==> src/rtl/legv8_ctrl_pkg.sv <==
// Shared encodings, FSM states and the control-word bundle for the LEGv8
// multicycle control sequencer.
package legv8_ctrl_pkg;

    localparam logic [10:0] OP_ADD  = 11'h458;
    localparam logic [10:0] OP_SUB  = 11'h658;
    localparam logic [10:0] OP_AND  = 11'h450;
    localparam logic [10:0] OP_ORR  = 11'h550;
    localparam logic [10:0] OP_LDUR = 11'h7C2;
    localparam logic [10:0] OP_STUR = 11'h7C0;
    localparam logic [9:0]  OP_ADDI = 10'h244;
    localparam logic [9:0]  OP_SUBI = 10'h344;

    localparam logic [4:0] FS_AND = 5'b00000;
    localparam logic [4:0] FS_ORR = 5'b00100;
    localparam logic [4:0] FS_ADD = 5'b01000;
    localparam logic [4:0] FS_SUB = 5'b01001;

    // Register 31 reads as zero, so writes to it are suppressed.
    localparam logic [4:0] XZR = 5'd31;

    typedef enum logic [2:0] {
        IDLE   = 3'd0,
        DECODE = 3'd1,
        EXEC   = 3'd2,
        MEM    = 3'd3,
        DONE   = 3'd4
    } state_t;

    typedef enum logic [1:0] {
        CLS_NONE  = 2'd0,
        CLS_ALU   = 2'd1,
        CLS_LOAD  = 2'd2,
        CLS_STORE = 2'd3
    } instr_class_t;

    typedef struct packed {
        logic [4:0]  sa;
        logic [4:0]  sb;
        logic [4:0]  da;
        logic        w;
        logic [4:0]  fs;
        logic        cin;
        logic        selbork;
        logic [63:0] k;
        logic        tri_b_to_d;
        logic        tri_f_to_d;
        logic        tri_f_to_a;
        logic        tri_out_to_d;
        logic        write_en;
        logic        read_en;
    } ctrl_word_t;

    localparam ctrl_word_t CW_ZERO = '0;

    function automatic logic [63:0] zext_imm12(input logic [11:0] imm);
        return {52'd0, imm};
    endfunction

    function automatic logic [63:0] sext_dt(input logic [8:0] dt);
        return {{55{dt[8]}}, dt};
    endfunction

endpackage

==> src/rtl/legv8_decoder.sv <==
// Combinational decode of a latched LEGv8 instruction into its class and the
// union of every control field it uses across EXEC and MEM.
module legv8_decoder
    import legv8_ctrl_pkg::*;
(
    input  logic [31:0]  instr,
    output instr_class_t iclass,
    output ctrl_word_t   cw,
    output logic         illegal
);

    logic [10:0] op11_s;
    logic [9:0]  op10_s;
    logic [4:0]  rd_s;
    logic [4:0]  rn_s;
    logic [4:0]  rm_s;
    logic [11:0] imm12_s;
    logic [8:0]  dt_s;

    assign op11_s  = instr[31:21];
    assign op10_s  = instr[31:22];
    assign rd_s    = instr[4:0];
    assign rn_s    = instr[9:5];
    assign rm_s    = instr[20:16];
    assign imm12_s = instr[21:10];
    assign dt_s    = instr[20:12];

    // Opcode match; I-type opcodes are only considered when no 11-bit opcode hits.
    always_comb begin
        cw      = CW_ZERO;
        iclass  = CLS_NONE;
        illegal = 1'b0;
        case (op11_s)
            OP_ADD, OP_SUB, OP_AND, OP_ORR: begin
                iclass        = CLS_ALU;
                cw.sa         = rn_s;
                cw.sb         = rm_s;
                cw.da         = rd_s;
                cw.w          = (rd_s != XZR);
                cw.tri_f_to_d = 1'b1;
                case (op11_s)
                    OP_AND:  cw.fs = FS_AND;
                    OP_ORR:  cw.fs = FS_ORR;
                    OP_SUB: begin
                        cw.fs  = FS_SUB;
                        cw.cin = 1'b1;
                    end
                    default: cw.fs = FS_ADD;
                endcase
            end
            OP_LDUR: begin
                iclass          = CLS_LOAD;
                cw.sa           = rn_s;
                cw.da           = rd_s;
                cw.w            = (rd_s != XZR);
                cw.fs           = FS_ADD;
                cw.selbork      = 1'b1;
                cw.k            = sext_dt(dt_s);
                cw.tri_f_to_a   = 1'b1;
                cw.tri_out_to_d = 1'b1;
                cw.read_en      = 1'b1;
            end
            OP_STUR: begin
                iclass        = CLS_STORE;
                cw.sa         = rn_s;
                cw.sb         = rd_s;
                cw.fs         = FS_ADD;
                cw.selbork    = 1'b1;
                cw.k          = sext_dt(dt_s);
                cw.tri_f_to_a = 1'b1;
                cw.tri_b_to_d = 1'b1;
                cw.write_en   = 1'b1;
            end
            default: begin
                case (op10_s)
                    OP_ADDI, OP_SUBI: begin
                        iclass        = CLS_ALU;
                        cw.sa         = rn_s;
                        cw.da         = rd_s;
                        cw.w          = (rd_s != XZR);
                        cw.selbork    = 1'b1;
                        cw.k          = zext_imm12(imm12_s);
                        cw.tri_f_to_d = 1'b1;
                        if (op10_s == OP_SUBI) begin
                            cw.fs  = FS_SUB;
                            cw.cin = 1'b1;
                        end else begin
                            cw.fs  = FS_ADD;
                            cw.cin = 1'b0;
                        end
                    end
                    default: illegal = 1'b1;
                endcase
            end
        endcase
    end

endmodule

==> src/rtl/legv8_control_unit.sv <==
// Multicycle LEGv8 control sequencer: accepts one instruction per handshake and
// walks it through DECODE/EXEC/MEM/DONE with fully registered control outputs.
module legv8_control_unit
    import legv8_ctrl_pkg::*;
(
    input  logic        clock,
    input  logic        reset,
    input  logic [31:0] instr,
    input  logic        instr_valid,
    output logic        instr_ready,
    output logic        done,
    output logic        illegal,
    output logic [4:0]  SA,
    output logic [4:0]  SB,
    output logic [4:0]  DA,
    output logic        W,
    output logic [4:0]  FS,
    output logic        Cin,
    output logic        selbork,
    output logic [63:0] k,
    output logic        triSelBtoD,
    output logic        triSelFtoD,
    output logic        triSelFtoA,
    output logic        triSelOuttoD,
    output logic        writeEn,
    output logic        readEn
);

    state_t       state_r;
    state_t       state_next_s;
    logic [31:0]  instr_r;
    ctrl_word_t   cw_r;
    ctrl_word_t   cw_next_s;
    logic         ready_r;
    logic         done_r;
    logic         illegal_r;
    logic         illegal_next_s;
    logic         accept_s;
    instr_class_t dec_class_s;
    ctrl_word_t   dec_cw_s;
    logic         dec_illegal_s;

    legv8_decoder u_decoder (
        .instr   (instr_r),
        .iclass  (dec_class_s),
        .cw      (dec_cw_s),
        .illegal (dec_illegal_s)
    );

    // ready_r is only ever high in IDLE, so it alone qualifies the handshake.
    assign accept_s = instr_valid & ready_r;

    // State register and instruction latch.
    always_ff @(posedge clock) begin
        if (reset) begin
            state_r <= IDLE;
            instr_r <= 32'd0;
        end else begin
            state_r <= state_next_s;
            if (accept_s) begin
                instr_r <= instr;
            end
        end
    end

    // Next-state logic.
    always_comb begin
        state_next_s   = state_r;
        illegal_next_s = 1'b0;
        case (state_r)
            IDLE: begin
                if (accept_s) begin
                    state_next_s = DECODE;
                end else begin
                    state_next_s = IDLE;
                end
            end
            DECODE: begin
                if (dec_illegal_s) begin
                    state_next_s   = IDLE;
                    illegal_next_s = 1'b1;
                end else begin
                    state_next_s = EXEC;
                end
            end
            EXEC: begin
                if ((dec_class_s == CLS_LOAD) || (dec_class_s == CLS_STORE)) begin
                    state_next_s = MEM;
                end else begin
                    state_next_s = DONE;
                end
            end
            MEM:     state_next_s = DONE;
            DONE:    state_next_s = IDLE;
            default: state_next_s = IDLE;
        endcase
    end

    // Control word for the state being entered; memory ops only drive the address path in EXEC.
    always_comb begin
        cw_next_s = CW_ZERO;
        case (state_next_s)
            EXEC: begin
                cw_next_s = dec_cw_s;
                if ((dec_class_s == CLS_LOAD) || (dec_class_s == CLS_STORE)) begin
                    cw_next_s.sb           = 5'd0;
                    cw_next_s.da           = 5'd0;
                    cw_next_s.w            = 1'b0;
                    cw_next_s.tri_b_to_d   = 1'b0;
                    cw_next_s.tri_out_to_d = 1'b0;
                    cw_next_s.write_en     = 1'b0;
                end else begin
                    cw_next_s.read_en = 1'b0;
                end
            end
            MEM:     cw_next_s = dec_cw_s;
            default: cw_next_s = CW_ZERO;
        endcase
    end

    // Output registers; reset clears everything so no pending write can complete.
    always_ff @(posedge clock) begin
        if (reset) begin
            cw_r      <= CW_ZERO;
            ready_r   <= 1'b0;
            done_r    <= 1'b0;
            illegal_r <= 1'b0;
        end else begin
            cw_r      <= cw_next_s;
            ready_r   <= (state_next_s == IDLE);
            done_r    <= (state_next_s == DONE);
            illegal_r <= illegal_next_s;
        end
    end

    assign instr_ready  = ready_r;
    assign done         = done_r;
    assign illegal      = illegal_r;
    assign SA           = cw_r.sa;
    assign SB           = cw_r.sb;
    assign DA           = cw_r.da;
    assign W            = cw_r.w;
    assign FS           = cw_r.fs;
    assign Cin          = cw_r.cin;
    assign selbork      = cw_r.selbork;
    assign k            = cw_r.k;
    assign triSelBtoD   = cw_r.tri_b_to_d;
    assign triSelFtoD   = cw_r.tri_f_to_d;
    assign triSelFtoA   = cw_r.tri_f_to_a;
    assign triSelOuttoD = cw_r.tri_out_to_d;
    assign writeEn      = cw_r.write_en;
    assign readEn       = cw_r.read_en;

endmodule

==> config.mk <==
export PLATFORM = sky130hd
export DESIGN_NAME = legv8_control_unit
export DESIGN_NICKNAME = d
export VERILOG_FILES = /design/src/rtl/legv8_ctrl_pkg.sv /design/src/rtl/legv8_decoder.sv /design/src/rtl/legv8_control_unit.sv
export SDC_FILE = /design/constraint.sdc
export NUM_CORES = 1
export LEC_CHECK = 0
export ABC_AREA = 1
export BUFFER_PORTS_ARGS = -buffer_cell sky130_fd_sc_hd__buf_2
export CORE_ASPECT_RATIO = 1.5
export CORE_UTILIZATION = 30
export DETAILED_ROUTE_END_ITERATION = 8
export HOLD_SLACK_MARGIN = 0.08
export PLACE_DENSITY = 0.6
export SKIP_CTS_REPAIR_TIMING = 1
export SLEW_MARGIN = 20
export SYNTH_ARGS = -nofsm -noshare
export SYNTH_HDL_FRONTEND = slang
export SYNTH_SLANG_ARGS = --single-unit
==> constraint.sdc <==
create_clock -name clock -period 3.65 [get_ports clock]
set_input_delay 0.73 -clock clock [delete_from_list [all_inputs] [get_ports clock]]
set_output_delay 0.73 -clock clock [all_outputs]
set_load 0.02 [all_outputs]
==> flow_summary_export.csv, run 1 <==
group,metric,value,unit
sta,worstMarginPinSlew,0.773,ns
setup_path,r2r-start,"instr_r[31]$_SDFFE_PP0P_",
synth,avgSynthCellArea,8.37,um2
synth,synth_area_leaders,"dfxtp_1, buf_4, nor2_1",
hold_path,hp-class,"reg -> reg",
sta,fin_skew,0.00906,ns
synth,netlist_area,3210,um2
pwr,peakVddDrop,0.242,mV
floorplan,die_y,129,um
synth,seq_area_frac_synth,0.473,
setup_path,path_max_fanout,16,
drt,wl_per_cell,12.0,um
final_layout,finalNetCount,492,
synth,yosys_warnings,0,
floorplan,io_pins,131,
final_layout,instances_no_fill,603,
final_layout,areaGrowthSynthToFinish,21.6,%
place,hpwl,5630,um
place,dp_cells,587,
synth,synth_top_cell_by_area,"dfxtp_1",
setup_path,arrival,2.33,ns
final_layout,final_layout_size_suffix_gt1_frac,0.383,
global_route,grt_pass1_vias,2325,
setup_path,startpoint_type,"register",
sta,fmax,484,MHz
clock_tree,cts_buffers,9,
drt,first_pass_iters,4,
pwr,p_per_area,507,nW/um2
sta,tns,0,ns
hold_path,holdPathEnd,"SA[2]$_SDFF_PP0_",
sta,setup_viol,0,
clock_tree,ctsRootBufferMaster,"clkbuf_16",
place,place_congestion,0.873,
hold_path,min_delay_path_depth,2,
final_layout,seq_area,1520,um2
global_route,overflow,0,
final_layout,multi_input_area,1050,um2
final_layout,nFillCells,1072,
global_route,grt_usage,0.133,
drt,totalWireLength,7250,um
synth,ys_types,29,
run,maxCapViolCount,0,
setup_path,cp.required,3.91,ns
final_layout,diodes,0,
clock_tree,clk_pin_slew,0.06,ns
drt,routed_via_density,4.33,
sta,holdWs,0.442,ns
global_route,antenna_found_initial,0,
synth,synth_top_area_frac,0.473,
setup_path,regToRegSetupSlack,1.58,ns
final_layout,mostFrequentLayoutCells,"buf_2, dfxtp_1, nor2_1",
clock_tree,cts_buffer_depth,2,
drt,drc,0,
drt,drtIter0Drc,100,
clock_tree,cts.sinks,76,
setup_path,endpoint_kind,"register",
place,io_buffers,128,
final_layout,final_util,0.381,
sta,fin_crit_sh,0.566,
sta,final_hold_viol_count,0,
floorplan,core,10200,um2
sta,min_period,2.07,ns
setup_path,slowest_delay,0.37,ns
floorplan,die-area,11100,um2
floorplan,start_util,0.314,
clock_tree,cts_tree,"yes",
drt,ant_nets,0,
clock_tree,h-tree-depth,3,
global_route,grt_pass1_wl,11000,um
setup_path,rr_endpoint,"triSelFtoD$_SDFF_PP0_",
sta,rsz0062_at_grt,"false",
setup_path,crit_chain,"nand2_1, nor2_1, nand3_2, clkinv_1, nand3_2, nand2_4, nand2_4, nor2_1",
final_layout,layout_commonest_cell,"buf_2",
sta,relSlewSlack,0.483,
run_status,outcome,"complete, no violations",
floorplan,chipWidth,86.5,um
synth,ys_ff_latch,76,
sta,drv_slew,0,
hold_path,hold_start,"instr_r[7]$_SDFFE_PP0P_",
drt,routed-via-count,2610,
setup_path,worstRegToRegCells,8,
global_route,grt_max_degree,53,
floorplan,rows,45,
setup_path,crit_type,"reg -> reg",
clock_tree,clk-insertion-delay-late,0.34,ns
synth,synthCells,384,
setup_path,cp_slowest_cell,"dfxtp_1",
pwr,leakagePower,0.00189,uW
-- cells by family (layout without fill, tap and decap cells) --
| family | Yosys count | count (layout) | share of synthesized area |
|---|---|---|---|
| AO/OA/AOI/OAI | 83 | 83 | 0.134 |
| buffers and inverters | 111 | 188 | 0.200 |
| flip-flops | 76 | 76 | 0.473 |
| other | 1 | 2 | 0.00117 |
| AND/OR/NAND/NOR | 113 | 113 | 0.191 |
-- worst max path at each step --
stage | slack (ns) | start | end | depth (start not counted)
finish | 1.58 | instr_r[31]$_SDFFE_PP0P_ | triSelFtoD$_SDFF_PP0_ | 8
global route | 1.40 | instr_r[27]$_SDFFE_PP0P_ | triSelFtoD$_SDFF_PP0_ | 8
CTS | 1.19 | k[62]$_SDFF_PP0_ | k[28] | 1
detailed placement | 1.40 | reset | DA[3]$_SDFF_PP0_ | 7
global placement | 1.42 | reset | DA[1]$_SDFF_PP0_ | 7
floorplan | 1.39 | k[62]$_SDFF_PP0_ | k[13] | 1
-- cell type report --
| class | count | share of cell area |
|---|---|---|
| Tap cell | 141 | 0.0451 |
| Multi-Input combinational cell | 198 | 0.270 |
| Clock inverter | 6 | 0.0288 |
| Inverter | 42 | 0.0403 |
| Timing Repair Buffer | 130 | 0.168 |
| Sequential cell | 76 | 0.390 |
| Clock buffer | 10 | 0.0586 |
-- registers in the layout, summed over array words and instances (netlist names), 3 cells and up --
| name | count |
|---|---|
| k | 13 |
| state_r | 3 |
| DA | 5 |
| FS | 3 |
| SA | 5 |
| SB | 5 |
| instr_r | 32 |
-- report_power, final --
part	leakage, uW	total [uW]	switching (uW)	internal, uW
clock	0.000167	1010	339	668
combinational	0.00110	103	65.8	37.1
sequential	0.000619	872	16.4	856
-- worst max-delay path, delay by kind of cell, from the launching register on --
family,cells,cell delay (ns)
flops,1,0.37
simple gates,7,1.41
buf+inv,1,0.20
-- Yosys cell counts, drive strengths merged --
| cell type | count |
|---|---|
| o21ai | 36 |
| nor2 | 65 |
| nor3 | 6 |
| clkbuf | 9 |
| inv | 41 |
| nand4 | 1 |
| nand3 | 9 |
| a211oi | 1 |
| dfxtp | 76 |
| buf | 60 |
| conb | 1 |
| a21oi | 38 |
| a31oi | 5 |
| clkinv | 1 |
| nor4 | 1 |
| nand2 | 31 |
| o22ai | 3 |
-- per-layer routing --
| layer | global-route usage | part of all wire | vias to the layer above | wire length (um) |
|---|---|---|---|---|
| met5 | 0 | 0 | - | 0 |
| met3 | 0.0372 | 0.071 | 10 | 512 |
| met1 | 0.130 | 0.37 | 1175 | 2720 |
| met2 | 0.253 | 0.54 | 113 | 3900 |
| li1 | - | - | 1312 | - |
| met4 | 0.0676 | 0.017 | 0 | 123 |
-- metrics by stage --
step | worst slack [ns] | area, um2 | power (uW)
detailed placement | 1.40 | 3560 | 993
floorplan | 1.39 | 3220 | 955
global route | 1.40 | 3910 | 2050
CTS | 1.19 | 3910 | 1990
global placement | 1.42 | 3560 | 990
finish | 1.58 | 3910 | 1980
Power figures use the tool's default switching activity.
==> inputs of run 2 (changes only) <==
- PLACE_DENSITY: 0.6 -> 0.62
- clock period: 3.65 -> 1.7 ns (I/O delays scaled with it)
==> flow_summary_export.csv, run 2 (same netlist as run 1, synthesis figures left out) <==
group,metric,value,unit
sta,tns,0,ns
pwr,p_per_area,1000,nW/um2
sta,fmax,642,MHz
setup_path,path_common_cell,"nand2_4",
floorplan,die-area,11100,um2
place,placed_cell_area,3620,um2
pwr,switching_power,876,uW
setup_path,startpoint_type,"register",
floorplan,rows,45,
pwr,swShare,0.221,
final_layout,final_layout_size_suffix_gt1_frac,0.407,
pwr,clkPwrFrac,0.471,
clock_tree,clk_pin_slew,0.05,ns
final_layout,finalNetCount,502,
floorplan,chipWidth,86.5,um
final_layout,fin_area,3970,um2
place,dp_cells,593,
final_layout,mostFrequentLayoutCells,"buf_2, dfxtp_1, nor2_1",
drt,drtIter0Drc,113,
setup_path,endpoint_kind,"register",
drt,totalWireLength,7440,um
floorplan,io_pins,131,
hold_path,hp-class,"in -> reg",
clock_tree,h-tree-depth,3,
final_layout,layout_commonest_cell,"buf_2",
global_route,antenna_found_initial,0,
pwr,combinationalPowerShare,0.058,
drt,routed-via-count,2662,
floorplan,start_util,0.314,
global_route,grt_pass1_vias,2475,
place,hpwl,5950,um
sta,drv_slew,0,
drt,drc,0,
global_route,overflow,0,
pwr,peakVddDrop,0.504,mV
pwr,p_int,3090,uW
run,maxCapViolCount,0,
clock_tree,cts_tree,"yes",
drt,first_pass_iters,4,
clock_tree,ctsRootBufferMaster,"clkbuf_16",
drt,ant_nets,0,
sta,fin_skew,0.00450,ns
global_route,grt_usage,0.143,
setup_path,cp_slowest_cell,"dfxtp_1",
clock_tree,cts_buffer_depth,2,
final_layout,largest_reg_flops,32,
final_layout,regMostFlops,"instr_r",
global_route,grt_max_degree,53,
setup_path,crit_chain,"nand2_1, nor2_2, nand3_2, nand4_4, nand2_4, nand2_4, nand2_4, buf_12, nor2_4",
setup_path,arrival,1.83,ns
sta,min_period,1.56,ns
drt,wl_per_cell,12.1,um
floorplan,die_y,129,um
global_route,grt_pass1_wl,11800,um
pwr,leakagePower,0.00192,uW
final_layout,diodes,0,
clock_tree,cts.sinks,76,
pwr,power_frac_seq,0.471,
setup_path,path_max_fanout,9,
floorplan,core,10200,um2
run_status,outcome,"complete, no violations",
setup_path,crit_type,"reg -> reg",
sta,fin_crit_sh,0.916,
final_layout,areaGrowthSynthToFinish,23.4,%
drt,routed_via_density,4.34,
place,place_congestion,0.863,
sta,setup_viol,0,
sta,worst_slack,0.143,ns
sta,final_hold_viol_count,0,
final_layout,instances_no_fill,613,
setup_path,slowest_delay,0.38,ns
setup_path,cp.required,1.97,ns
place,io_buffers,128,
clock_tree,clk-insertion-delay-late,0.33,ns
clock_tree,cts_buffers,9,
place,pre_cts_ws,0.103,ns
[run 2: worst max-delay path, delay by kind of cell, from the launching register on]
kind,cells,cell delay [ns]
buffers and inverters,1,0.18
DFF,1,0.38
and+or+nand+nor,8,0.91
[run 2: worst paths after layout]
kind / from / end / slack [ns] / cells past startpoint
setup reg to reg: instr_r[27]$_SDFFE_PP0P_ / k[2]$_SDFF_PP0_ / 0.14 / 9
hold / removal: instr[11] / instr_r[11]$_SDFFE_PP0P_ / 0.27 / 3
setup / recovery: instr_r[27]$_SDFFE_PP0P_ / k[2]$_SDFF_PP0_ / 0.14 / 9
hold reg to reg: instr_r[8]$_SDFFE_PP0P_ / SA[3]$_SDFF_PP0_ / 0.44 / 2
[run 2: metal layers]
layer	GRT usage	up-vias	share of wire
met4	0.0873	0	0.034
met5	0	-	0
li1	-	1326	-
met2	0.263	121	0.53
met3	0.0385	12	0.065
met1	0.142	1203	0.37
[run 2: final cells by class]
type / instances / area (um2)
Inverter: 42 / 158
Timing Repair Buffer: 140 / 743
Multi-Input combinational cell: 198 / 1060
Clock inverter: 6 / 63.8
Fill cell: 1116 / 6280
Clock buffer: 10 / 239
Sequential cell: 76 / 1530
Tap cell: 141 / 176
[run 2: power groups by stage]
stage | sequential [uW] | clock (uW) | combinational (uW)
3_3_place_gp | 1910 | 0 | 226
3_5_place_dp | 1910 | 0 | 231
2_1_floorplan | 1900 | 0 | 148
4_1_cts | 1870 | 1930 | 231
6_report | 1870 | 1870 | 228
5_1_grt | 1880 | 2020 | 262
[run 2: metrics by stage]
| step | power, uW | hold slack, ns | utilization |
|---|---|---|---|
| final | 3970 | 0.274 | 0.387 |
| after global routing | 4150 | 0.285 | 0.387 |
| after CTS | 4030 | 0.265 | 0.383 |
| after detailed placement | 2140 | 0.432 | 0.354 |
| after global placement | 2130 | 0.426 | 0.354 |
| after floorplan | 2050 | 0.416 | - |
